<file path="config.mk">
export PLATFORM = sky130hd
export DESIGN_NAME = beacon_rx_parser
export DESIGN_NICKNAME = d
export VERILOG_FILES = /design/src/rtl/beacon_rx_parser.sv
export SDC_FILE = /design/constraint.sdc
export NUM_CORES = 1
export LEC_CHECK = 0
export ABC_AREA = 1
export CORE_UTILIZATION = 45
export CTS_CLUSTER_DIAMETER = 150
export CTS_CLUSTER_SIZE = 25
export DETAILED_ROUTE_END_ITERATION = 8
export PLACE_DENSITY = 0.82
export SKIP_LAST_GASP = 1
export SLEW_MARGIN = 20
export SYNTH_ARGS = -nofsm -noshare
export SYNTH_HDL_FRONTEND = slang
export SYNTH_SLANG_ARGS = --single-unit
</file>
<file path="constraint.sdc">
create_clock -name clock -period 5.35 [get_ports clock]
set_input_delay 1.07 -clock clock [delete_from_list [all_inputs] [get_ports clock]]
set_output_delay 1.07 -clock clock [all_outputs]
set_load 0.005 [all_outputs]
</file>
<file path="src/rtl/beacon_rx_parser.sv">
// Beacon frame parser in front of learnCosts: validates type, destination, echo, length and checksum,
// then hands the latched fields over with a one-cycle lc_en and waits for lc_done.
module beacon_rx_parser #(
  parameter logic [7:0]  BEACON_TYPE = 8'hB1,
  parameter logic [15:0] BCAST_ID    = 16'hFFFF,
  parameter int          TIMEOUT_CYC = 1024
) (
  input  logic        clock,
  input  logic        rst,
  input  logic [15:0] own_id,
  input  logic        rx_valid,
  input  logic [7:0]  rx_byte,
  input  logic        rx_last,
  output logic        rx_ready,
  output logic [15:0] fsourceID,
  output logic [15:0] fbatteryStat,
  output logic [15:0] fValue,
  output logic [15:0] fclusterID,
  output logic        lc_en,
  input  logic        lc_done,
  output logic [7:0]  drop_cnt,
  output logic        timeout,
  output logic [2:0]  state_out
);

  typedef enum logic [2:0] {
    IDLE      = 3'd0,
    RECV      = 3'd1,
    ISSUE     = 3'd2,
    WAIT_DONE = 3'd3,
    DRAIN     = 3'd4
  } state_t;

  localparam int              CNT_W    = $clog2(TIMEOUT_CYC + 1);
  localparam logic [CNT_W-1:0] CNT_LAST = CNT_W'(TIMEOUT_CYC - 1);
  localparam logic [CNT_W-1:0] CNT_ONE  = CNT_W'(1);

  state_t            state_r, state_nxt;
  logic [3:0]        idx_r;
  logic [7:0]        chk_r;
  logic [7:0]        dest_hi_r;
  logic [15:0]       src_r, batt_r, value_r, cluster_r;
  logic [CNT_W-1:0]  wait_cnt_r;
  logic              rx_ready_r, lc_en_r, timeout_r;
  logic [7:0]        drop_cnt_r;
  logic [15:0]       fsrc_r, fbatt_r, fval_r, fclu_r;
  logic              accept_s, dest_err_s, echo_err_s, drop_s, timeout_s;

  assign accept_s   = rx_valid & rx_ready_r;
  assign dest_err_s = (idx_r == 4'd2) && ({dest_hi_r, rx_byte} != own_id) && ({dest_hi_r, rx_byte} != BCAST_ID);
  assign echo_err_s = (idx_r == 4'd4) && ({src_r[15:8], rx_byte} == own_id);

  // Next-state decode plus drop/timeout strobes
  always_comb begin
    state_nxt = state_r;
    drop_s    = 1'b0;
    timeout_s = 1'b0;
    case (state_r)
      IDLE: begin
        if (accept_s) begin
          if (rx_last) begin
            drop_s = 1'b1;
          end else if (rx_byte != BEACON_TYPE) begin
            state_nxt = DRAIN;
            drop_s    = 1'b1;
          end else begin
            state_nxt = RECV;
          end
        end else begin
          state_nxt = IDLE;
        end
      end
      RECV: begin
        if (accept_s) begin
          if (idx_r == 4'd11) begin
            if (!rx_last) begin
              state_nxt = DRAIN;
              drop_s    = 1'b1;
            end else if (chk_r == rx_byte) begin
              state_nxt = ISSUE;
            end else begin
              state_nxt = IDLE;
              drop_s    = 1'b1;
            end
          end else if (rx_last) begin
            state_nxt = IDLE;
            drop_s    = 1'b1;
          end else if (dest_err_s || echo_err_s) begin
            state_nxt = DRAIN;
            drop_s    = 1'b1;
          end else begin
            state_nxt = RECV;
          end
        end else begin
          state_nxt = RECV;
        end
      end
      ISSUE: state_nxt = WAIT_DONE;
      WAIT_DONE: begin
        if (lc_done) begin
          state_nxt = IDLE;
        end else if (wait_cnt_r == CNT_LAST) begin
          state_nxt = IDLE;
          timeout_s = 1'b1;
        end else begin
          state_nxt = WAIT_DONE;
        end
      end
      DRAIN: begin
        if (accept_s && rx_last) begin
          state_nxt = IDLE;
        end else begin
          state_nxt = DRAIN;
        end
      end
      default: state_nxt = IDLE;
    endcase
  end

  // State register, shadow assembly, output latching and counters
  always_ff @(posedge clock or posedge rst) begin
    if (rst) begin
      state_r    <= IDLE;
      idx_r      <= 4'd0;
      chk_r      <= 8'h00;
      dest_hi_r  <= 8'h00;
      src_r      <= 16'h0000;
      batt_r     <= 16'h0000;
      value_r    <= 16'h0000;
      cluster_r  <= 16'h0000;
      wait_cnt_r <= '0;
      rx_ready_r <= 1'b0;
      lc_en_r    <= 1'b0;
      timeout_r  <= 1'b0;
      drop_cnt_r <= 8'h00;
      fsrc_r     <= 16'h0000;
      fbatt_r    <= 16'h0000;
      fval_r     <= 16'h0000;
      fclu_r     <= 16'h0000;
    end else begin
      state_r    <= state_nxt;
      rx_ready_r <= (state_nxt == IDLE) || (state_nxt == RECV) || (state_nxt == DRAIN);
      lc_en_r    <= (state_nxt == ISSUE);
      timeout_r  <= timeout_s;
      wait_cnt_r <= (state_r == WAIT_DONE) ? (wait_cnt_r + CNT_ONE) : '0;
      if (drop_s && (drop_cnt_r != 8'hFF)) begin
        drop_cnt_r <= drop_cnt_r + 8'd1;
      end
      if (accept_s && (state_r == IDLE)) begin
        idx_r <= 4'd1;
        chk_r <= rx_byte;
      end else if (accept_s && (state_r == RECV)) begin
        idx_r <= idx_r + 4'd1;
        chk_r <= chk_r ^ rx_byte;
        case (idx_r)
          4'd1:    dest_hi_r       <= rx_byte;
          4'd3:    src_r[15:8]     <= rx_byte;
          4'd4:    src_r[7:0]      <= rx_byte;
          4'd5:    batt_r[15:8]    <= rx_byte;
          4'd6:    batt_r[7:0]     <= rx_byte;
          4'd7:    value_r[15:8]   <= rx_byte;
          4'd8:    value_r[7:0]    <= rx_byte;
          4'd9:    cluster_r[15:8] <= rx_byte;
          4'd10:   cluster_r[7:0]  <= rx_byte;
          default: ;
        endcase
      end
      // Fields only become visible together with the lc_en pulse
      if (state_nxt == ISSUE) begin
        fsrc_r  <= src_r;
        fbatt_r <= batt_r;
        fval_r  <= value_r;
        fclu_r  <= cluster_r;
      end
    end
  end

  assign rx_ready     = rx_ready_r;
  assign lc_en        = lc_en_r;
  assign timeout      = timeout_r;
  assign drop_cnt     = drop_cnt_r;
  assign fsourceID    = fsrc_r;
  assign fbatteryStat = fbatt_r;
  assign fValue       = fval_r;
  assign fclusterID   = fclu_r;
  assign state_out    = state_r;

endmodule
</file>
==> flow_summary_export.csv, run 1 <==
group,metric,value,unit
timing,fin_crit,3.26,ns
setup_path,cp_slowest_cell,"inv_2",
timing,rsz0062_at_grt,"no",
logic_synthesis,syn-num-nets,938,
grt,grt_max_degree,116,
logic_synthesis,synth_ff_type,"dfrtp_1",
clocking,cts_made_buffers,17,
logic_synthesis,yosysMostFrequentCell,"nand2_1",
min_path,hp-class,"reg2reg",
setup_path,path_class,"in2reg",
logic_synthesis,synth.area.top_cells,"dfrtp_1, nand2_1, o21ai_0",
logic_synthesis,synthAdderAreaFrac,0.0100,
cells_and_area,num-fill-cells,1359,
logic_synthesis,synth_top_area_frac,0.577,
clocking,postCtsResizedCells,0,
logic_synthesis,yosysSeqAreaShare,0.577,
grt,busiest_layer,"met2",
cells_and_area,fin_nets,1035,
floorplan,ios,107,
setup_path,critPathArrivalTime,3.62,ns
logic_synthesis,synth-seq-cells,173,
logic_synthesis,ys_warn_count,0,
min_path,hp-start,"batt_r[4]$_DFFE_PP0P_",
routing,via_count,6189,
cells_and_area,layout-drive-gt1-share,0.0425,
timing,finalSetupViolCount,0,
timing,skew,0.0199,ns
pwr,p_leak,4.67,nW
setup_path,r2r_start,"state_out[2]$_DFF_PP0_",
grt,antenna_found_initial,0,
placed_design,portBuffers,106,
pwr,ir_worst_vdd,0.242,mV
floorplan,rows,46,
setup_path,cp_max_fo,59,
grt,overflow,0,
logic_synthesis,synth.area.mux_share,0,
setup_path,r2r_setup_slack,2.91,ns
cells_and_area,area_growth,25.1,%
setup_path,worstSetupEndpointType,"flip-flop",
clocking,cts_tree,"done",
routing,drtPass1Iterations,5,
grt,grt.met3_usage,0.0455,
grt,track_usage,0.212,
routing,viasPerCell,5.04,
floorplan,die_area,0.0172,mm2
logic_synthesis,synth_cell_types,32,
setup_path,max_stage_delay,0.69,ns
floorplan,dieWidth,131,um
logic_synthesis,syn_inst,903,
clocking,clk_latency,0.43,ns
timing,final_max_slew_viol_count,0,
routing,drtIter0Drc,445,
timing,fin_crit_sh,0.609,
min_path,min_to,"fbatteryStat[4]$_DFFE_PP0P_",
logic_synthesis,async_flop_share,1.00,
clocking,cts.path.max_buffers,2,
clocking,clk_pin_slew,0.06,ns
routing,wirelength,17.4,mm
setup_path,crit_required,5.71,ns
timing,slew_headroom,0.362,
run,cap_violations,0,
logic_synthesis,synthSimpleGateAreaFrac,0.265,
cells_and_area,n_antenna_cell,0,
setup_path,reg2reg_depth,7,
placed_design,gp_congestion,0.889,
logic_synthesis,synth_top_family_by_area,"simple AND/OR/NAND/NOR gates",
logic_synthesis,post-synth-top-area-cell,"dfrtp_1",
clocking,htree_levels,4,
logic_synthesis,synth-xor-area-share,0.0210,
pwr,power.total,0.00324,W
grt,grt.met1_usage,0.295,
grt,first_global_vias,5749,
timing,worst_pin_slew,0.955,ns
placed_design,dp_hpwl,11.8,mm
status,status,"complete, no violations",
logic_synthesis,synth_compound_area_frac,0.0708,
clocking,hold_buffers,0,
logic_synthesis,avgSynthCellArea,8.32,um2
logic_synthesis,synth_commonest_cells,"nand2_1, dfrtp_1, o21ai_0",
floorplan,start_util,0.468,
min_path,hold_depth,2,
setup_path,crit_chain,"clkdlybuf4s50_1 > inv_1 > nor2_1 > and3b_1 > nand4_1 > nor2_1 > nand2_2 > inv_2 > nand2_1 > nand2_1",
logic_synthesis,synth_edf_count,0,
timing,finalHoldViolations,0,
clocking,cts-root-buf,"clkbuf_16",
clocking,post_cts_buffers,0,
clocking,clock-sinks,173,
setup_path,reg2reg_to,"fValue[0]$_DFFE_PP0P_",
floorplan,dieHeight,131,um
routing,ant_nets,0,
routing,drc,0,
floorplan,core_area,0.0161,mm2
pwr,power.density,344,mW/mm2
setup_path,worstSetupStartpointType,"input pin",
setup_path,critical_path.startpoint,"rx_byte[3]",
timing,fmax,307,MHz
grt,met2_usage,0.327,
timing,setup-tns-final,0,ns
grt,grt_pass1_wl,28.9,mm
logic_synthesis,netlist_area,0.00751,mm2
routing,avgRoutedWirePerCell,14.2,um
==> through the flow <==
stage	area, um2	std cells	worst slack (ns)	utilization	hold WS [ns]
final	9400	1228	2.09	0.585	0.462
after global routing	9400	1228	1.81	0.585	0.493
after CTS	9380	1227	2.12	0.584	0.465
after detailed placement	8740	1196	1.67	0.544	0.452
after global placement	8740	1196	1.70	0.544	0.452
after floorplan	7510	903	2.07	-	0.442
==> layout by cell type, fill, tap and decap left out, types with 3 or more instances in the layout <==
| cell | count |
|---|---|
| bufinv_16 | 5 |
| o21ai_0 | 86 |
| dfrtp_1 | 173 |
| clkbuf_16 | 17 |
| clkdlybuf4s50_1 | 106 |
| clkinv_1 | 3 |
| xor2_1 | 12 |
| buf_4 | 3 |
| inv_1 | 68 |
| nand4_1 | 10 |
| clkbuf_1 | 3 |
| nand3_1 | 22 |
| nor3_1 | 14 |
| nand2_1 | 394 |
| xnor2_1 | 6 |
| a21oi_1 | 12 |
| nor2_1 | 46 |
| ha_1 | 6 |
| clkinvlp_4 | 4 |
==> where the power goes <==
| part | leakage [nW] | internal [W] | switching, W |
|---|---|---|---|
| clock network | 0.300 | 0.000838 | 0.000487 |
| logic | 1.98 | 0.000173 | 0.000236 |
| registers | 2.38 | 0.00141 | 0.0000951 |
| total | 4.67 | 0.00242 | 0.000818 |
==> final cells by class <==
class / instances / area [um2] / share of cell area
well taps: 216 / 270 / 0.0288
inverters: 74 / 282 / 0.0300
flip-flops and latches: 173 / 4330 / 0.461
clock inverters: 10 / 186 / 0.0198
repair buffers: 111 / 1120 / 0.120
multi-input cells: 623 / 2750 / 0.293
clock buffers: 21 / 450 / 0.0479
==> flip-flops by register name, summed over array words and instances, names as in the netlist, 11 cells and up <==
register      count
wait_cnt_r       11
src_r            16
value_r          16
batt_r           16
fclusterID       16
fValue           16
fsourceID        16
fbatteryStat     16
cluster_r        16
==> how the worst max path moves through the flow <==
stage | end | slack (ns) | depth (start not counted)
after floorplan | batt_r[0]$_DFFE_PP0P_ | 2.07 | 1
after global placement | fclusterID[4]$_DFFE_PP0P_ | 1.70 | 10
after detailed placement | rx_ready$_DFF_PP0_ | 1.67 | 11
after CTS | rx_ready$_DFF_PP0_ | 2.12 | 11
after global routing | fValue[0]$_DFFE_PP0P_ | 1.81 | 10
final | fValue[0]$_DFFE_PP0P_ | 2.09 | 10
==> cell families (layout without fill, tap and decap cells) <==
kind of cell,count (synthesis),count (layout)
AND/OR/NAND/NOR,497,497
flip-flops,173,173
buffers and inverters,107,216
AO/OA/AOI/OAI,102,102
XOR/XNOR,18,18
adder cells (fa/ha/maj),6,6
==> per-layer routing <==
metal	share of wire	vias to the layer above	wire length (um)
li1	-	3006	-
met1	0.45	2959	7870
met2	0.47	195	8220
met3	0.059	29	1030
met4	0.018	0	312
met5	0	-	0
==> worst max-delay path: cells and delay by family <==
family                 cells  cell delay, ns
AND/OR/NAND/NOR            7            0.89
buffers and inverters      3            1.61
No activity file was read; power rests on OpenSTA's default activity.
==> run 2: changes to the inputs <==
- PLACE_DENSITY: 0.82 -> 0.79
- clock period: 5.35 -> 3.3 ns (I/O delays scaled with it)
==> flow_summary_export.csv, run 2 (synthesis gave the netlist of run 1 again) <==
group,metric,value,unit
grt,grt_pass1_wl,28.3,mm
grt,grt.met3_usage,0.0390,
floorplan,ios,107,
clocking,cts_tree,"done",
grt,antenna_found_initial,0,
pwr,power.switching,0.00139,W
status,status,"complete, no violations",
grt,overflow,0,
placed_design,gp_congestion,0.864,
setup_path,critPathArrivalTime,2.97,ns
pwr,pwr-share-seq,0.492,
placed_design,portBuffers,106,
timing,finalSetupViolCount,0,
clocking,clk_latency,0.43,ns
cells_and_area,n_antenna_cell,0,
timing,worst_slack,0.700,ns
clocking,cts_made_buffers,17,
min_path,hp-class,"reg2reg",
grt,busiest_layer,"met2",
floorplan,die_area,0.0172,mm2
timing,fin_crit,2.60,ns
pwr,combinationalPowerShare,0.130,
setup_path,worstSetupStartpointType,"input pin",
routing,drtIter0Drc,453,
timing,fin_crit_sh,0.788,
setup_path,crit_required,3.67,ns
clocking,cts.path.max_buffers,2,
timing,slew_headroom,0.405,
setup_path,path_class,"in2reg",
floorplan,dieWidth,131,um
cells_and_area,area_growth,24.8,%
grt,track_usage,0.208,
routing,via_count,6070,
cells_and_area,fin_util,0.584,
floorplan,core_area,0.0161,mm2
grt,grt_max_degree,174,
pwr,clockPowerShare,0.379,
cells_and_area,fin_nets,1042,
floorplan,dieHeight,131,um
cells_and_area,layout-drive-gt1-share,0.0520,
clocking,clk_pin_slew,0.07,ns
clocking,cts-root-buf,"clkbuf_16",
floorplan,start_util,0.468,
routing,drtPass1Iterations,5,
cells_and_area,layout_commonest_cell,"nand2_1",
timing,final_max_slew_viol_count,0,
clocking,postCtsResizedCells,0,
grt,first_global_vias,5691,
pwr,p_leak,4.68,nW
run,cap_violations,0,
timing,fmax,385,MHz
routing,ant_nets,0,
clocking,clock-sinks,173,
timing,setup-tns-final,0,ns
grt,met2_usage,0.331,
routing,avgRoutedWirePerCell,13.8,um
timing,finalHoldViolations,0,
setup_path,cp_max_fo,13,
placed_design,dp.cells,1204,
routing,drc,0,
cells_and_area,stdcell_count,1236,
clocking,post_cts_buffers,0,
timing,worst_pin_slew,0.893,ns
cells_and_area,final_cell_mix,"nand2_1, dfrtp_1, clkdlybuf4s50_1",
timing,skew,0.00679,ns
pwr,p_sw_frac,0.280,
timing,rsz0062_at_grt,"no",
floorplan,rows,46,
routing,viasPerCell,4.91,
routing,wirelength,17.1,mm
pwr,p_int,0.00356,W
pwr,power.density,528,mW/mm2
timing,hold_slack,0.474,ns
grt,grt.met1_usage,0.286,
clocking,htree_levels,4,
setup_path,worstSetupEndpointType,"flip-flop",
clocking,hold_buffers,0,
placed_design,dp_hpwl,11.5,mm
placed_design,place_ws,0.285,ns
pwr,ir_worst_vdd,0.458,mV
run 2: area by class of cell:
type / count / area, um2
sequential: 173 / 4330
timing repair buffer: 118 / 1190
clock inverter: 13 / 105
multi-input combinational: 623 / 2750
inverter: 74 / 282
fill: 1414 / 6690
clock buffer: 19 / 443
tap: 216 / 270
run 2: per-layer routing:
layer	routed length, um	vias to the layer above
met5	0	-
met4	294	0
met3	730	26
met2	8130	139
met1	7950	2873
li1	-	3032
run 2: path summary, 6_finish.rpt:
kind                                          start                           end  slack (ns)  depth (start not counted)
min in group asynchronous                       rst        fValue[11]$_DFFE_PP0P_        0.84                          3
max                                      rx_byte[7]       drop_cnt[3]$_DFFE_PP0P_        0.70                         15
max in group asynchronous                       rst  fbatteryStat[10]$_DFFE_PP0P_        1.81                          3
min reg2reg                cluster_r[6]$_DFFE_PP0P_     fclusterID[6]$_DFFE_PP0P_        0.47                          2
min                        cluster_r[6]$_DFFE_PP0P_     fclusterID[6]$_DFFE_PP0P_        0.47                          2
max reg2reg                    idx_r[0]$_DFFE_PP0P_       drop_cnt[3]$_DFFE_PP0P_        0.90                         13
run 2: power by group through the flow:
stage,registers (W),logic (W),clock network [W]
after floorplan,0.00243,0.000435,0
after global placement,0.00246,0.000626,0
after detailed placement,0.00247,0.000644,0
after CTS,0.00243,0.000649,0.00189
after global routing,0.00245,0.000743,0.00198
final,0.00243,0.000643,0.00187
run 2: worst max-delay path, stage by stage:
cell             delay [ns]
clkdlybuf4s50_1        0.54
inv_1                  0.24
nand2_1                0.12
nand2_1                0.05
nor2_1                 0.10
nand2_1                0.06
nor2_1                 0.17
nand2_1                0.07
nand2_1                0.09
nand4_1                0.16
nand2_1                0.10
nand2_1                0.19
nand2_1                0.28
nand2_1                0.09
nand2_1                0.07
run 2: through the flow:
step,area (um2),total power [W]
final,9370,0.00495
after detailed placement,8820,0.00311
after global routing,9370,0.00517
after CTS,9370,0.00497
after floorplan,7510,0.00287
after global placement,8820,0.00309
==> RTL change, RTL diff (settings of run 2) <==
`TIMEOUT_CYC`: 1024 -> 256.
--- a/src/rtl/beacon_rx_parser.sv
+++ b/src/rtl/beacon_rx_parser.sv
@@ -5,3 +5,3 @@
   parameter logic [15:0] BCAST_ID    = 16'hFFFF,
-  parameter int          TIMEOUT_CYC = 1024
+  parameter int          TIMEOUT_CYC = 256
 ) (
Check against the original RTL: no difference found for any inputs over 10 cycles, from zero or initial values and one cycle with rst high; that may be too few to reach the edited logic, so the function may still have changed.
==> RTL change against run 2 <==
Setup slack got worse by 8.9 ps. Sequential cell count decreased by 2. Synthesized area decreased by 0.45%. Die area decreased by 0.44%. Clock power increased by 11%. Power increased by 3.9%. First-iteration DRC count increased by 12%. Count of clock-buffer cells in the layout increased by 2. Cell area increased by 0.76%. Critical endpoint is now cluster_r[13]. Sequential share of layout area decreased by 0.88 points. Largest cell class unchanged. Synthesized cell count decreased by 0.33%. Register-to-register slack improved by 60 ps. Routed wire length increased by 1.8%.
==> RTL change: results (changes against run 2) <==
status=finished, final reports clean; worst min path class=flop to flop; Synth area leaders=dfrtp_1 (57%), nand2_1 (19%), o21ai_0 (5.4%); worst vdd ir=543 µV (+18%); Post-Syn Nets=936 (-0.21%); CP max stage delay=490 ps (-50 ps); arrival time worst endpoint=2900 ps (-70 ps); Final GP Congestion=0.883 (+2.3%); Rel. slew slack=51.3% (+11 points); number of diodes=0 (unchanged); P_leak=4.71 nW (+0.66%); clk root buf=clkbuf_16; final net count=1049 (+0.67%); Vias=6101 (+0.51%); CTS Buffer Depth=2 (unchanged); initial antenna violation count=0 (unchanged); post-cts sizing count=0 (unchanged); Clock Latency Late Sink=430 ps (about the same); overall routing resource usage=22.3% (+1.6 points); Detail Route Antenna Nets=0 (unchanged); top cells by count, synth=nand2_1 (382), dfrtp_1 (171), o21ai_0 (80), inv_1 (75), nor2_1 (52); Yosys warnings=0 (unchanged); Pre-antenna DRT Iters=5 (unchanged); ys async rst share=100% (unchanged); clock skew=6.50 ps (-0.294 ps); clk slew on worst S/H paths=60 ps; Critical-path top delay cell=clkdlybuf4s50_1; global-route wire length before repair=29000 µm (+2.3%); crit-path max FO=16 (+3); Final HPWL DP=12000 µm (+4.6%); detailed router's first-iteration violation count=506 (+12%); post-synthesis sequential area ratio=57.2% (-0.41 points); Port Buf Inserts=106 (unchanged); synth unique cells=30 (-6.3%); vias in the first global route=5831 (+2.5%); cts bufs inserted=17 (unchanged); routed len/inst=14.0 µm (+1.4%); # Post-CTS Setup Buffers=0 (unchanged); htree depth=4 (unchanged); Post-DP Area=0.00883 mm² (+0.13%); layout cells sized above 1=6.24% (+1.0 points); largest net degree at the start of global routing=55 (-68%); Setup WS pre-CTS=347 ps (+61.5 ps); filler cell count=1382 (-2.3%)
-- RTL change: cell types whose count changed in the layout (fill, tap and decap cells not counted), sizes merged, moves of 2 or more --
| cell | before | now |
|---|---|---|
| a21oi | 12 | 9 |
| buf | 12 | 20 |
| bufinv | 0 | 4 |
| clkbuf | 19 | 21 |
| clkinv | 8 | 5 |
| dfrtp | 173 | 171 |
| inv | 78 | 80 |
| nand2 | 395 | 384 |
| nand3 | 22 | 25 |
| nand4 | 10 | 7 |
| nor2 | 48 | 55 |
| nor3 | 15 | 17 |
| xor2 | 12 | 14 |
-- RTL change: layout make-up --
cell class              count  area [µm²]  area share (%)
clock inverters            11         168            1.78
flip-flops and latches    171        4280            45.3
clock buffers              21         440            4.66
well taps                 216         270            2.86
repair buffers            126        1250            13.2
multi-input cells         617        2730            28.9
inverters                  80         304            3.22
-- RTL change: final timing paths --
check                               from  cells past startpoint  slack (ps)             to
max                             rx_valid                      8         690  cluster_r[13]
min                        wait_cnt_r[0]                      1         460  wait_cnt_r[0]
max reg2reg                 state_out[2]                      6         960  cluster_r[13]
min reg2reg                wait_cnt_r[0]                      1         460  wait_cnt_r[0]
max in group asynchronous            rst                      3        1920       src_r[4]
min in group asynchronous            rst                      2         680  fclusterID[4]
-- RTL change: logic make-up after synthesis --
group,count (synthesis),share of synthesized area [%]
flip-flops,171,57.2
buffers and inverters,112,6.19
adder cells (fa/ha/maj),7,1.17
XOR/XNOR,19,2.23
AND/OR/NAND/NOR,492,26.4
AO/OA/AOI/OAI,99,6.73
-- RTL change: worst max-delay path, delay by kind of cell --
family,cells,cell delay (ps)
simple gates,5,1370
buf+inv,2,770
compound gates,1,100
-- RTL change: metrics by stage --
stage / util [%] / cells
final: 58.8 / 1242
after global routing: 58.8 / 1242
after CTS: 58.8 / 1242
after detailed placement: 55.0 / 1210
after global placement: 55.0 / 1210
after floorplan: - / 900
-- RTL change: layer usage --
layer  global-route usage (%)  up-vias  share of wire (%)
li1                         -     3035                  -
met1                     29.8     2871                 46
met5                        0        -                  0
met2                     36.9      174                 48
met4                     5.88        0                1.4
met3                     4.93       21                5.0
-- RTL change: power by group --
| group | total [mW] | switching [mW] | internal (mW) |
|---|---|---|---|
| logic | 0.661 | 0.370 | 0.292 |
| clock network | 2.07 | 0.800 | 1.27 |
| registers | 2.42 | 0.161 | 2.26 |
| total | 5.15 | 1.33 | 3.82 |
